==> src/rtl/button_conditioner.sv <==
// Synchronises and debounces a raw pushbutton, producing a clean level and press/release strobes.
// Optional held-button auto-repeat on press_pulse: define BUTTON_CONDITIONER_AUTOREPEAT_EN.
module button_conditioner #(
  parameter int SYNC_STAGES   = 2,
  parameter int DB_COUNT      = 50,
  parameter int REPEAT_DELAY  = 2500,
  parameter int REPEAT_PERIOD = 500
) (
  input  logic clk,
  input  logic rst,
  input  logic button,
  output logic level,
  output logic press_pulse,
  output logic release_pulse
);
  localparam int            CW      = $clog2(DB_COUNT + 1);
  localparam logic [CW-1:0] DB_LAST = CW'(DB_COUNT - 1);

  typedef enum logic [1:0] {IDLE, WAIT_PRESS, PRESSED, WAIT_RELEASE} state_t;

  state_t                 state_reg, state_next;
  logic [CW-1:0]          cnt_reg, cnt_next;
  logic                   level_reg, level_next;
  logic                   press_reg, release_reg;
  logic                   fsm_press, fsm_release, rep_fire;
  logic [SYNC_STAGES-1:0] sync_reg;
  logic                   s;

  always_ff @(posedge clk or negedge rst) begin
    if (!rst) sync_reg <= '0;
    else      sync_reg <= {sync_reg[SYNC_STAGES-2:0], button};
  end

  assign s = sync_reg[SYNC_STAGES-1];

  always_comb begin
    state_next  = state_reg;
    cnt_next    = cnt_reg;
    level_next  = level_reg;
    fsm_press   = 1'b0;
    fsm_release = 1'b0;
    case (state_reg)
      IDLE: begin
        level_next = 1'b0;
        if (s) begin
          if (DB_COUNT == 1) begin
            state_next = PRESSED;
            level_next = 1'b1;
            fsm_press  = 1'b1;
          end else begin
            state_next = WAIT_PRESS;
            cnt_next   = CW'(1);
          end
        end
      end
      WAIT_PRESS: begin
        if (!s) begin
          state_next = IDLE;
          cnt_next   = '0;
        end else if (cnt_reg >= DB_LAST) begin
          state_next = PRESSED;
          cnt_next   = '0;
          level_next = 1'b1;
          fsm_press  = 1'b1;
        end else begin
          cnt_next = cnt_reg + CW'(1);
        end
      end
      PRESSED: begin
        level_next = 1'b1;
        if (!s) begin
          if (DB_COUNT == 1) begin
            state_next  = IDLE;
            level_next  = 1'b0;
            fsm_release = 1'b1;
          end else begin
            state_next = WAIT_RELEASE;
            cnt_next   = CW'(1);
          end
        end
      end
      WAIT_RELEASE: begin
        // A bounce back high returns to PRESSED silently; level never dropped.
        if (s) begin
          state_next = PRESSED;
          cnt_next   = '0;
        end else if (cnt_reg >= DB_LAST) begin
          state_next  = IDLE;
          cnt_next    = '0;
          level_next  = 1'b0;
          fsm_release = 1'b1;
        end else begin
          cnt_next = cnt_reg + CW'(1);
        end
      end
      default: state_next = IDLE;
    endcase
  end

`ifdef BUTTON_CONDITIONER_AUTOREPEAT_EN
  localparam int RMAX = (REPEAT_DELAY > REPEAT_PERIOD) ? REPEAT_DELAY : REPEAT_PERIOD;
  localparam int RW   = $clog2(RMAX + 1);

  logic [RW-1:0] rep_cnt_reg, rep_cnt_next, rep_target;
  logic          rep_armed_reg, rep_armed_next;
  logic          new_press;

  assign new_press  = (state_next == PRESSED) && (state_reg == IDLE || state_reg == WAIT_PRESS);
  assign rep_target = rep_armed_reg ? RW'(REPEAT_PERIOD) : RW'(REPEAT_DELAY);

  // Counts only while in PRESSED; WAIT_RELEASE holds it so release bounce keeps the cadence.
  always_comb begin
    rep_cnt_next   = rep_cnt_reg;
    rep_armed_next = rep_armed_reg;
    rep_fire       = 1'b0;
    if (new_press || state_next == IDLE) begin
      rep_cnt_next   = '0;
      rep_armed_next = 1'b0;
    end else if (state_reg == PRESSED) begin
      if (rep_cnt_reg + RW'(1) >= rep_target) begin
        rep_cnt_next   = '0;
        rep_armed_next = 1'b1;
        rep_fire       = 1'b1;
      end else begin
        rep_cnt_next = rep_cnt_reg + RW'(1);
      end
    end
  end

  always_ff @(posedge clk or negedge rst) begin
    if (!rst) begin
      rep_cnt_reg   <= '0;
      rep_armed_reg <= 1'b0;
    end else begin
      rep_cnt_reg   <= rep_cnt_next;
      rep_armed_reg <= rep_armed_next;
    end
  end
`else
  // Repeat parameters are positive, so this is constant zero; it only keeps them referenced.
  assign rep_fire = (REPEAT_DELAY < 0) && (REPEAT_PERIOD < 0);
`endif

  always_ff @(posedge clk or negedge rst) begin
    if (!rst) begin
      state_reg   <= IDLE;
      cnt_reg     <= '0;
      level_reg   <= 1'b0;
      press_reg   <= 1'b0;
      release_reg <= 1'b0;
    end else begin
      state_reg   <= state_next;
      cnt_reg     <= cnt_next;
      level_reg   <= level_next;
      press_reg   <= fsm_press | rep_fire;
      release_reg <= fsm_release;
    end
  end

  assign level         = level_reg;
  assign press_pulse   = press_reg;
  assign release_pulse = release_reg;
endmodule
==> config.mk <==
export PLATFORM = sky130hd
export DESIGN_NAME = button_conditioner
export DESIGN_NICKNAME = d
export VERILOG_FILES = /design/src/rtl/button_conditioner.sv
export SDC_FILE = /design/constraint.sdc
export NUM_CORES = 1
export LEC_CHECK = 0
export CAP_MARGIN = 25
export CORE_MARGIN = 4
export CORE_UTILIZATION = 45
export CTS_BUF_LIST = sky130_fd_sc_hd__clkbuf_16
export CTS_CLUSTER_SIZE = 8
export DETAILED_ROUTE_END_ITERATION = 8
export PLACE_DENSITY = 0.71
export RECOVER_POWER = 100
export SLEW_MARGIN = 20
export SYNTH_ARGS = -nofsm -noshare
export SYNTH_HDL_FRONTEND = slang
export SYNTH_SLANG_ARGS = --single-unit
==> constraint.sdc <==
create_clock -name clk -period 2.54 [get_ports clk]
set_input_delay 0.635 -clock clk [delete_from_list [all_inputs] [get_ports clk]]
set_output_delay 0.635 -clock clk [all_outputs]
set_load 0.03 [all_outputs]
Word level (Yosys, flattened, before mapping) --
Cells that the tools add are included.
Cells by class: add/sub/neg operators 1, magnitude comparators 1, equal/unequal tests 11, muxes and demuxes 23, reductions and logical operators 4
Operators with widths (number):
- 6-bit two-way mux | 5
- 6-bit case mux with 4 select lines | 1
- 2-bit two-way mux | 6
- 2-bit != test, second input constant | 6
- 1-bit two-way mux | 9
- 2-bit case mux with 4 select lines | 1
- 4-bit AND reduction | 2
- 6-bit by 1-bit adder with 6-bit output, second input constant | 1
- 6-bit >= comparator, second input constant | 1
- 3-bit != test, second input constant | 2
- 2-bit equality test, second input constant | 2
- 1-bit case mux with 4 select lines | 1
- 2-bit by 1-bit equality test with 1-bit output, second input constant | 1
- 2-bit logical NOT | 1
- 2-bit AND reduction | 1
Word-level totals: bits in registers 13, bits of input ports 3, output and inout port bits 3, logic and storage cells 46

Depth between registers and ports, before layout --
depth after elaboration 4, gate-level depth with buffers 6, depth with buffers taken out 6

Least setup slack after synthesis --
OpenSTA, ideal clock, no wires.
path kind reg2reg, from reg cnt_reg[0], to reg (tool-made name), setup time 0.125 ns, arrival time 1.537 ns, data required time 2.415 ns, path slack 0.879 ns, stages on the path, launching flop included 6, path buffers 0, period minus slack after synthesis 1.661 ns, path through dfrtp_1 -> ha_1 -> nor4b_4 -> o21ai_2 -> nand3_1 -> mux2_2
RTL lines:
- start: declaration | RTL line 22 | logic [CW-1:0] cnt_reg, cnt_next;
- start signal: assignment | RTL line 153 | cnt_reg <= cnt_next;

Worst setup path after layout --
from reg level_reg, in the netlist level, to out level
RTL lines:
- start: declaration | RTL line 23 | logic level_reg, level_next;
- start signal: assignment | RTL line 154 | level_reg <= level_next;
- end: declaration | RTL line 12 | output logic level,
No word-level cell between the ends.

==> results.yml <==
run_status:
  status: "finished, final reports clean"
logic_synthesis:
  ys_ff_latch: 13
  netlist_area_um2: 715.7
  ys.flop_type: "dfrtp_1"
  syn_inst: 70
  synth_fp_nets: 80
  synth.distinct_cells: 23
  yosys-top-cells-count: "13 x dfrtp_1, 7 x ha_1, 6 x o21ai_0"
  synthSimpleGateAreaFrac_pct: 18.36
  syn_area_per_cell_um2: 10.22
  yosysTopAreaCell: "dfrtp_1"
  seq_area_frac_synth_pct: 45.45
  muxShareOfSynthArea_pct: 7.692
  synthXorXnorAreaFrac_pct: 0
  synth.most_common_cell: "dfrtp_1"
  synth-edff-count: 0
  synth_compound_area_share_pct: 12.94
  async_reset_ff_share_pct: 100.0
  yosys_warnings: 0
  synth_top_family_by_area: "simple AND/OR/NAND/NOR gates"
  synth_area_leaders: "dfrtp_1 45%, ha_1 12%, mux2_2 6.3%, o21ai_0 4.2%, nor4b_4 3.3%"
  synth_top_area_share_pct: 45.45
  synth_fa_ha_area_share_pct: 12.24
clock_tree:
  clk_pin_slew_ns: 0.04
  ctsHoldBuffers: 0
  post_cts_buffers: 0
  insertion_delay_ns: 0.24
  cts_resized: 0
  cts_max_level: 1
  root_buffer: "clkbuf_16"
  cts_tree: "yes"
  clock-sinks: 13
  ctsLongestPathBuffers: 2
  cts_made_buffers: 3
global_route:
  grt_remaining_overflow: 0
  grt_max_degree: 14
  grt_usage_pct: 14.29
  grt_pass1_vias: 500
  antenna_found_initial: 0
  grt_first_pass_wirelength_mm: 2.194
power_and_ir_drop:
  peakVddDrop_mv: 0.4615
  p_leak_nw: 0.4101
  pwr_density_cell_nw_per_um2: 1154
floorplan:
  die_h_um: 47.88
  ios: 6
  core_um2: 1506
  die_area_um2: 2292
  start_util_pct: 47.51
  num_rows: 14
  dieWidth_um: 47.88
detailed_routing:
  vias: 536
  ant_nets: 0
  initialDrtViolationCount: 1
  totalWireLength_mm: 1.351
  drc: 0
  routedWlPerCell_um: 14.37
  routed_via_density: 5.702
  drtPass1Iterations: 2
worst_setup_path:
  cp_top_family: "buffers and inverters"
  crit_slowest_cell: "dlygate4sd3_1"
  worst-setup-path-type: "reg2out"
  critPathBufInv: 1
  ff2ff_setup_slack_ns: 0.69
  critical_path_required_ns: 1.90
  worstPathCellList: "dlygate4sd3_1"
  slowest_delay_ns: 0.74
  crit_path_end_kind: "output port"
  cp-start-kind: "register"
  crit_fanout: 2
  critPathArrivalTime_ns: 1.30
timing:
  tns_ns: 0
  post-route-period-util_pct: 76.22
  finalSetupViolCount: 0
  finClkSkew_ns: 0.002937
  slew_violations: 0
  layout_setup_ws_ns: 0.6041
  rsz0062_at_grt: "no"
  fmax_mhz: 516.5
  hold_viol: 0
  finalCriticalPeriod_ns: 1.936
  worst_hold_slack_ns: 0.3530
  slew_headroom_pct: 54.90
  tightestPinTransition_ns: 0.6577
placement:
  post-dp-hpwl_um: 970
  postPlaceCellArea_um2: 780.7
  pre_cts_slack_ns: 0.7175
  portBuffers: 5
  gp_congestion: 0.8075
finish:
  nets: 89
  n_antenna_cell: 0
  final_layout_size_suffix_gt1_share_pct: 12.82
  synthToLayoutAreaGrowth_pct: 20.10
  postLayoutCellArea_um2: 859.6
  largest_reg_flops: 6
run:
  maxCapViolCount: 0
min_path:
  min_path_type: "reg2reg"
[cells by family (layout without fill, tap and decap cells)]
group | count (synthesis) | count (layout)
muxes | 5 | 5
AOI/OAI and AO/OA | 16 | 16
and+or+nand+nor | 23 | 23
DFF | 13 | 13
buffers and inverters | 6 | 14
adders and majority gates | 7 | 7
[worst paths after layout]
kind / start / endpoint / cells after the start
max: level$_DFFE_PN0P_ / level / 1
min: sync_reg[0]$_DFF_PN0_ / sync_reg[1]$_DFF_PN0_ / 0
max reg2reg: state_reg[0]$_DFFE_PN0P_ / register / 5
min reg2reg: sync_reg[0]$_DFF_PN0_ / sync_reg[1]$_DFF_PN0_ / 0
max in group asynchronous: rst / cnt_reg[5]$_DFFE_PN0P_ / 1
min in group asynchronous: rst / release_pulse$_DFF_PN0_ / 1
[routing by layer]
layer | vias to the layer above | wire, um | track usage, %
li1 | 264 | - | -
met1 | 258 | 615 | 17.35
met2 | 9 | 649 | 21.64
met3 | 5 | 49 | 3.383
met4 | 0 | 36 | 10.75
met5 | - | 0 | 0
[final cells by class]
type	count	area, um2
clock buffers	3	75.07
clock inverters	1	3.754
fillers	139	646.9
inverters	5	18.77
multi-input cells	51	366.6
flip-flops and latches	13	325.3
well taps	16	20.02
repair buffers	5	50.05
[placed cells by master, fill, tap and decap left out, types with 4 or more instances in the layout]
cell type       n
dfrtp_1        13
ha_1            7
nor2_1          4
nand3_1         4
nand2_1         5
o21ai_0         6
a21oi_1         4
inv_1           6
nor3_1          4
dlygate4sd3_1   5
[through the flow]
stage          std cells  util (%)  total power, mW
6_report              94     57.06           0.9918
3_5_place_dp          90     51.83           0.7086
3_3_place_gp          90     51.83           0.6886
2_1_floorplan         70         -           0.6042
5_1_grt               94     57.06            1.072
4_1_cts               94     57.06            1.008
[report_power, final]
part	switching (mW)	internal [mW]	leakage, nW
registers	0.0492	0.255	0.166
logic	0.225	0.169	0.202
clock network	0.0862	0.208	0.0423
total	0.360	0.632	0.410
(Power assumes the default switching activity.)
